File: src/rtl/apb_pkg.sv
// Shared types, default widths and address helpers for the APB completer.
`timescale 1ns/1ps
package apb_pkg;
  localparam int APB_ADDR_WIDTH = 32;
  localparam int APB_DATA_WIDTH = 32;

  typedef enum logic [1:0] {
    IDLE   = 2'd0,
    ACCESS = 2'd1,
    DONE   = 2'd2
  } apb_cmp_state_t;

  function automatic logic is_aligned(input logic [1:0] addr_lsb);
    return (addr_lsb == 2'b00);
  endfunction
endpackage

File: src/rtl/apb_completer_mem.sv
// Word-organised register memory: byte-strobed synchronous write, combinational read.
`timescale 1ns/1ps
module apb_completer_mem
  import apb_pkg::*;
#(
  parameter int DATA_WIDTH = APB_DATA_WIDTH,
  parameter int NUM_WORDS  = 16,
  parameter int IDX_WIDTH  = 4
) (
  input  logic                    clk,
  input  logic                    rst_n,
  input  logic                    we,
  input  logic [IDX_WIDTH-1:0]    waddr,
  input  logic [DATA_WIDTH-1:0]   wdata,
  input  logic [DATA_WIDTH/8-1:0] wstrb,
  input  logic [IDX_WIDTH-1:0]    raddr,
  output logic [DATA_WIDTH-1:0]   rdata
);
  logic [DATA_WIDTH-1:0] mem_r [NUM_WORDS];

  // Clear on reset, otherwise merge strobed bytes into the addressed word
  always_ff @(posedge clk or negedge rst_n) begin
    if (!rst_n) begin
      for (int w = 0; w < NUM_WORDS; w++) begin
        mem_r[w] <= '0;
      end
    end else if (we) begin
      for (int b = 0; b < DATA_WIDTH / 8; b++) begin
        if (wstrb[b]) begin
          mem_r[waddr][8*b +: 8] <= wdata[8*b +: 8];
        end
      end
    end
  end

  assign rdata = mem_r[raddr];
endmodule

File: src/rtl/apb_completer.sv
// APB4 completer: latches the setup phase, counts wait states and returns a
// registered one-cycle response; writes commit on the completing edge.
`timescale 1ns/1ps
module apb_completer
  import apb_pkg::*;
#(
  parameter int ADDR_WIDTH  = APB_ADDR_WIDTH,
  parameter int DATA_WIDTH  = APB_DATA_WIDTH,
  parameter int NUM_WORDS   = 16,
  parameter int WAIT_STATES = 0
) (
  input  logic                    pclk,
  input  logic                    presetn,
  input  logic                    psel,
  input  logic                    penable,
  input  logic                    pwrite,
  input  logic [ADDR_WIDTH-1:0]   paddr,
  input  logic [DATA_WIDTH-1:0]   pwdata,
  input  logic [DATA_WIDTH/8-1:0] pstrb,
  output logic [DATA_WIDTH-1:0]   prdata,
  output logic                    pready,
  output logic                    pslverr
);
  localparam int STRB_WIDTH = DATA_WIDTH / 8;
  localparam int IDX_WIDTH  = (NUM_WORDS > 1) ? $clog2(NUM_WORDS) : 1;
  localparam int CNT_WIDTH  = (WAIT_STATES > 0) ? $clog2(WAIT_STATES + 1) : 1;

  apb_cmp_state_t        state_r, state_s;
  logic [CNT_WIDTH-1:0]  wait_cnt_r, wait_cnt_s;
  logic [IDX_WIDTH-1:0]  idx_r, idx_s;
  logic [DATA_WIDTH-1:0] wdata_r, wdata_s;
  logic [STRB_WIDTH-1:0] strb_r, strb_s;
  logic                  write_r, write_s;
  logic                  err_r, err_s;
  logic                  abort_r, abort_s;
  logic [DATA_WIDTH-1:0] prdata_r, prdata_s;
  logic                  pready_r, pready_s;
  logic                  pslverr_r, pslverr_s;
  logic [DATA_WIDTH-1:0] mem_rdata_s;
  logic                  mem_we_s;
  logic                  setup_s;
  logic                  load_s;
  logic                  addr_err_s;

  assign setup_s    = psel & ~penable;
  assign addr_err_s = !is_aligned(paddr[1:0]) ||
                      ((paddr >> 2) >= ADDR_WIDTH'(NUM_WORDS));

  // Next-state, setup capture and response generation
  always_comb begin
    state_s    = state_r;
    wait_cnt_s = wait_cnt_r;
    abort_s    = abort_r;
    prdata_s   = '0;
    pready_s   = 1'b0;
    pslverr_s  = 1'b0;
    mem_we_s   = 1'b0;
    load_s     = 1'b0;

    case (state_r)
      IDLE: begin
        // psel with penable already high has no setup phase and is ignored
        load_s  = setup_s;
        state_s = setup_s ? ACCESS : IDLE;
      end
      ACCESS: begin
        if (!psel) begin
          abort_s   = 1'b1;
          pready_s  = 1'b1;
          pslverr_s = 1'b1;
          state_s   = DONE;
        end else if (wait_cnt_r == CNT_WIDTH'(WAIT_STATES)) begin
          pready_s  = 1'b1;
          pslverr_s = err_r;
          prdata_s  = (write_r || err_r) ? '0 : mem_rdata_s;
          state_s   = DONE;
        end else begin
          wait_cnt_s = wait_cnt_r + CNT_WIDTH'(1'b1);
        end
      end
      DONE: begin
        mem_we_s = write_r & ~err_r & ~abort_r & psel & penable;
        load_s   = setup_s;
        state_s  = setup_s ? ACCESS : IDLE;
      end
      default: begin
        state_s = IDLE;
      end
    endcase

    if (load_s) begin
      idx_s      = paddr[IDX_WIDTH+1:2];
      write_s    = pwrite;
      wdata_s    = pwdata;
      strb_s     = pstrb;
      err_s      = addr_err_s;
      abort_s    = 1'b0;
      wait_cnt_s = '0;
    end else begin
      idx_s   = idx_r;
      write_s = write_r;
      wdata_s = wdata_r;
      strb_s  = strb_r;
      err_s   = err_r;
    end
  end

  // State, latched transfer and registered response
  always_ff @(posedge pclk or negedge presetn) begin
    if (!presetn) begin
      state_r    <= IDLE;
      wait_cnt_r <= '0;
      idx_r      <= '0;
      wdata_r    <= '0;
      strb_r     <= '0;
      write_r    <= 1'b0;
      err_r      <= 1'b0;
      abort_r    <= 1'b0;
      prdata_r   <= '0;
      pready_r   <= 1'b0;
      pslverr_r  <= 1'b0;
    end else begin
      state_r    <= state_s;
      wait_cnt_r <= wait_cnt_s;
      idx_r      <= idx_s;
      wdata_r    <= wdata_s;
      strb_r     <= strb_s;
      write_r    <= write_s;
      err_r      <= err_s;
      abort_r    <= abort_s;
      prdata_r   <= prdata_s;
      pready_r   <= pready_s;
      pslverr_r  <= pslverr_s;
    end
  end

  apb_completer_mem #(
    .DATA_WIDTH(DATA_WIDTH),
    .NUM_WORDS (NUM_WORDS),
    .IDX_WIDTH (IDX_WIDTH)
  ) u_mem (
    .clk  (pclk),
    .rst_n(presetn),
    .we   (mem_we_s),
    .waddr(idx_r),
    .wdata(wdata_r),
    .wstrb(strb_r),
    .raddr(idx_r),
    .rdata(mem_rdata_s)
  );

  assign prdata  = prdata_r;
  assign pready  = pready_r;
  assign pslverr = pslverr_r;
endmodule

File: config.mk
export PLATFORM = sky130hd
export DESIGN_NAME = apb_completer
export DESIGN_NICKNAME = d
export VERILOG_FILES = /design/src/rtl/apb_pkg.sv /design/src/rtl/apb_completer_mem.sv /design/src/rtl/apb_completer.sv
export SDC_FILE = /design/constraint.sdc
export NUM_CORES = 1
export LEC_CHECK = 0
export CORE_UTILIZATION = 55
export DETAILED_ROUTE_END_ITERATION = 16
export PLACE_DENSITY = 0.73
export SYNTH_ARGS = -nofsm -noshare
export SYNTH_HDL_FRONTEND = slang
export SYNTH_SLANG_ARGS = --single-unit
export TNS_END_PERCENT = 1
File: constraint.sdc
create_clock -name pclk -period 2.5 [get_ports pclk]
set_clock_uncertainty 0.1 [all_clocks]
set_input_delay 0.5 -clock pclk [delete_from_list [all_inputs] [get_ports pclk]]
set_output_delay 0.5 -clock pclk [all_outputs]
set_load 0.05 [all_outputs]
==> results_dict.tcl <==
set metrics [dict create \
    yosys_register_bits 590 \
    finalSetupViolCount 0 \
    r2r_start "idx_r[0]" \
    n_fill_cell 3210 \
    peakVddDrop_uv 478 \
    core_area_um2 46800 \
    path_class "flop to primary output" \
    worstPathArrival_ns 1.80 \
    dieArea_um2 48500 \
    slew_headroom_pct 49.8 \
    grt_max_degree 123 \
    cts_hold_buf 1 \
    ys_types 35 \
    cts_resized 0 \
    required_ns 1.90 \
    post_cts_buffers 0 \
    routed_wl_mm 57.5 \
    stdcell_count 2517 \
    die_w_um 220 \
    cts.sinks 590 \
    cts_tree "done" \
    ys_seq_area_share_pct 56.4 \
    dp_hpwl_mm 37.7 \
    via_per_inst 5.87 \
    pwr-share-seq_pct 48.6 \
    status "finished with violations" \
    drcViolationCount 3 \
    violations "design-rule violations" \
    critical_path.endpoint_type "primary output" \
    rr_endpoint "u_mem.mem_r[186]" \
    nets 1933 \
    grt_pass1_vias 16100 \
    combPwrFrac_pct 7.9 \
    num_vias 14800 \
    finalHoldViolations 0 \
    drv_cap 0 \
    routabilityCongestion 0.777 \
    io_pins 107 \
    internal_power_mw 16.2 \
    crit_chain "clkdlybuf4s50_1" \
    r2r_slack_ns 0.18 \
    multi_input_area_um2 10800 \
    r2r_cells 5 \
    num_rows 79 \
    portBuffers 106 \
    cts_buffers 60 \
    rsz0062_at_grt "no" \
    worstPathMaxFanout 3 \
    synth-async-reset-ratio_pct 100 \
    pwr-share-clk_pct 43.5 \
    finalPower_mw 21.3 \
    clk_latency_ns 0.62 \
    htreeDepth 2 \
    synth-edff-count 0 \
    holdWs_ns 0.172 \
    critPathSlowestCell "clkdlybuf4s50_1" \
    dp.cells 2404 \
    area_growth_pct 20.2 \
    die_h_um 220 \
    final_antenna_net_count 0 \
    drt_iter0_markers 956 \
    period_minus_slack_ns 2.40 \
    grt_usage_pct 25.4 \
    drt_first_pass_iters 11 \
    max_stage_delay_ns 0.83 \
    switching_share_pct 24.3 \
    syn_area_um2 26200 \
    fin_tns_setup_ns 0 \
    startpoint_type "flop" \
    clk_pin_slew_ns 0.06 \
    p_leak_nw 14.7 \
    syn-num-nets 1715 \
    antenna_found_initial 0 \
    yosysWarnings 0 \
    ys.flop_type "dfrtp_1" \
    power_density_nw_per_um2 678 \
    layout_common_cells "dfrtp_1 (587), mux2_2 (585), mux4_2 (128)" \
    clock_path_buffers 3 \
    final_core_util_pct 67.3 \
    critPathTopFamily "buffers and inverters" \
    max_clock_freq_mhz 416 \
    post_drt_wl_per_cell_um 22.9 \
    grt_overflow 0 \
    p_sw_mw 5.18 \
    period_share_pct 96.2 \
    root_buffer "clkbuf_16" \
    synthCells 1642 \
    final_common_cell "dfrtp_1" \
    start_util_pct 56.0 \
    avgSynthCellArea_um2 15.9 \
    grt_pass1_wl_mm 93.6 \
    hold_path.class "primary input to async pin" \
    timing.critical_path.buf_inv 1 \
    diodes 0 \
    ff_latch_area_um2 14800 \
    worst_pin_slew_ns 0.753 \
    slew_violations 0 \
    drive_gt1_share_pct 53.7 \
]
[cell usage after synthesis (2+ instances only)]
cell type,instances,share of area [%]
nand2_1,38,0.54
o221ai_1,32,1.1
nor2_2,43,1.0
nand2_2,2,0.048
dfrtp_1,590,56
buf_4,6,0.17
buf_6,3,0.13
clkbuf_1,46,0.66
nand2b_1,5,0.12
mux2_2,585,25
mux4_2,128,11
nor4_4,3,0.24
nor3_2,6,0.23
nor3b_2,2,0.096
buf_2,25,0.48
nor3_4,7,0.43
or3_1,2,0.048
o21ai_0,2,0.038
nor4_1,8,0.19
nor2_1,2,0.029
nand3_1,15,0.29
nor2b_1,3,0.072
buf_1,11,0.16
inv_1,67,0.96
[flip-flops by register name (all words and copies together), names as in the netlist]
signal	count
pslverr	1
idx_r	4
strb_r	4
u_mem.mem_r	512
prdata	32
err_r	1
write_r	1
state_r	2
wdata_r	32
abort_r	1
[worst max path at each step]
stage                     startpoint               end  slack (ns)  cells after the start
after floorplan           state_r[1]  u_mem.mem_r[160]        0.23                      6
after global placement       penable  u_mem.mem_r[129]       -0.15                      8
after detailed placement        psel  u_mem.mem_r[132]       -0.16                      8
after CTS                 state_r[1]            pready        0.06                      1
after global routing        idx_r[0]  u_mem.mem_r[444]        0.03                      5
final                     state_r[1]            pready         0.1                      1
[area by class of cell]
class / instances / area share [%]
Clock inverter: 20 / 0.827
Timing Repair Buffer: 247 / 9.06
Clock buffer: 92 / 5.76
Inverter: 67 / 0.799
Sequential cell: 590 / 46.9
Tap cell: 607 / 2.41
Multi-Input combinational cell: 894 / 34.2
[worst reg2reg max path, stage by stage (launching register included)]
cell and delay (ns):
dfrtp_4 0.62, nor2b_1 0.44, nand3_1 0.33, nor2_2 0.25, buf_12 0.15, mux2_2 0.33
[layer usage]
metal	track usage [%]	vias up	routed length, µm
met5	0	-	0
met4	7.17	0	1420
met3	4.32	89	2390
met2	40.9	267	28100
met1	35.8	7938	25600
li1	-	6477	-
[power by group through the flow]
stage	combinational [mW]	clock, mW	sequential [mW]
after global placement	1.71	0	10.5
final	1.70	9.28	10.4
after floorplan	1.23	0	10.1
after detailed placement	1.73	0	10.5
after global routing	1.84	9.86	10.4
after CTS	1.74	9.47	10.4
[cells by family (layout without fill, tap and decap cells)]
| family | Yosys count | count (layout) | share of synthesized area [%] |
|---|---|---|---|
| multiplexers | 713 | 713 | 36.2 |
| flip-flops | 590 | 590 | 56.4 |
| buffers and inverters | 158 | 426 | 2.56 |
| AND/OR/NAND/NOR | 145 | 145 | 3.74 |
| AO/OA/AOI/OAI | 36 | 36 | 1.15 |
[per-stage QoR]
| step | setup WS, ns | area, µm² |
|---|---|---|
| after floorplan | 0.229 | 26200 |
| after global placement | -0.154 | 29400 |
| after detailed placement | -0.156 | 29400 |
| after CTS | 0.0607 | 31500 |
| after global routing | 0.0316 | 31500 |
| final | 0.0959 | 31500 |
Note: power is estimated with default switching activity, not from simulation.
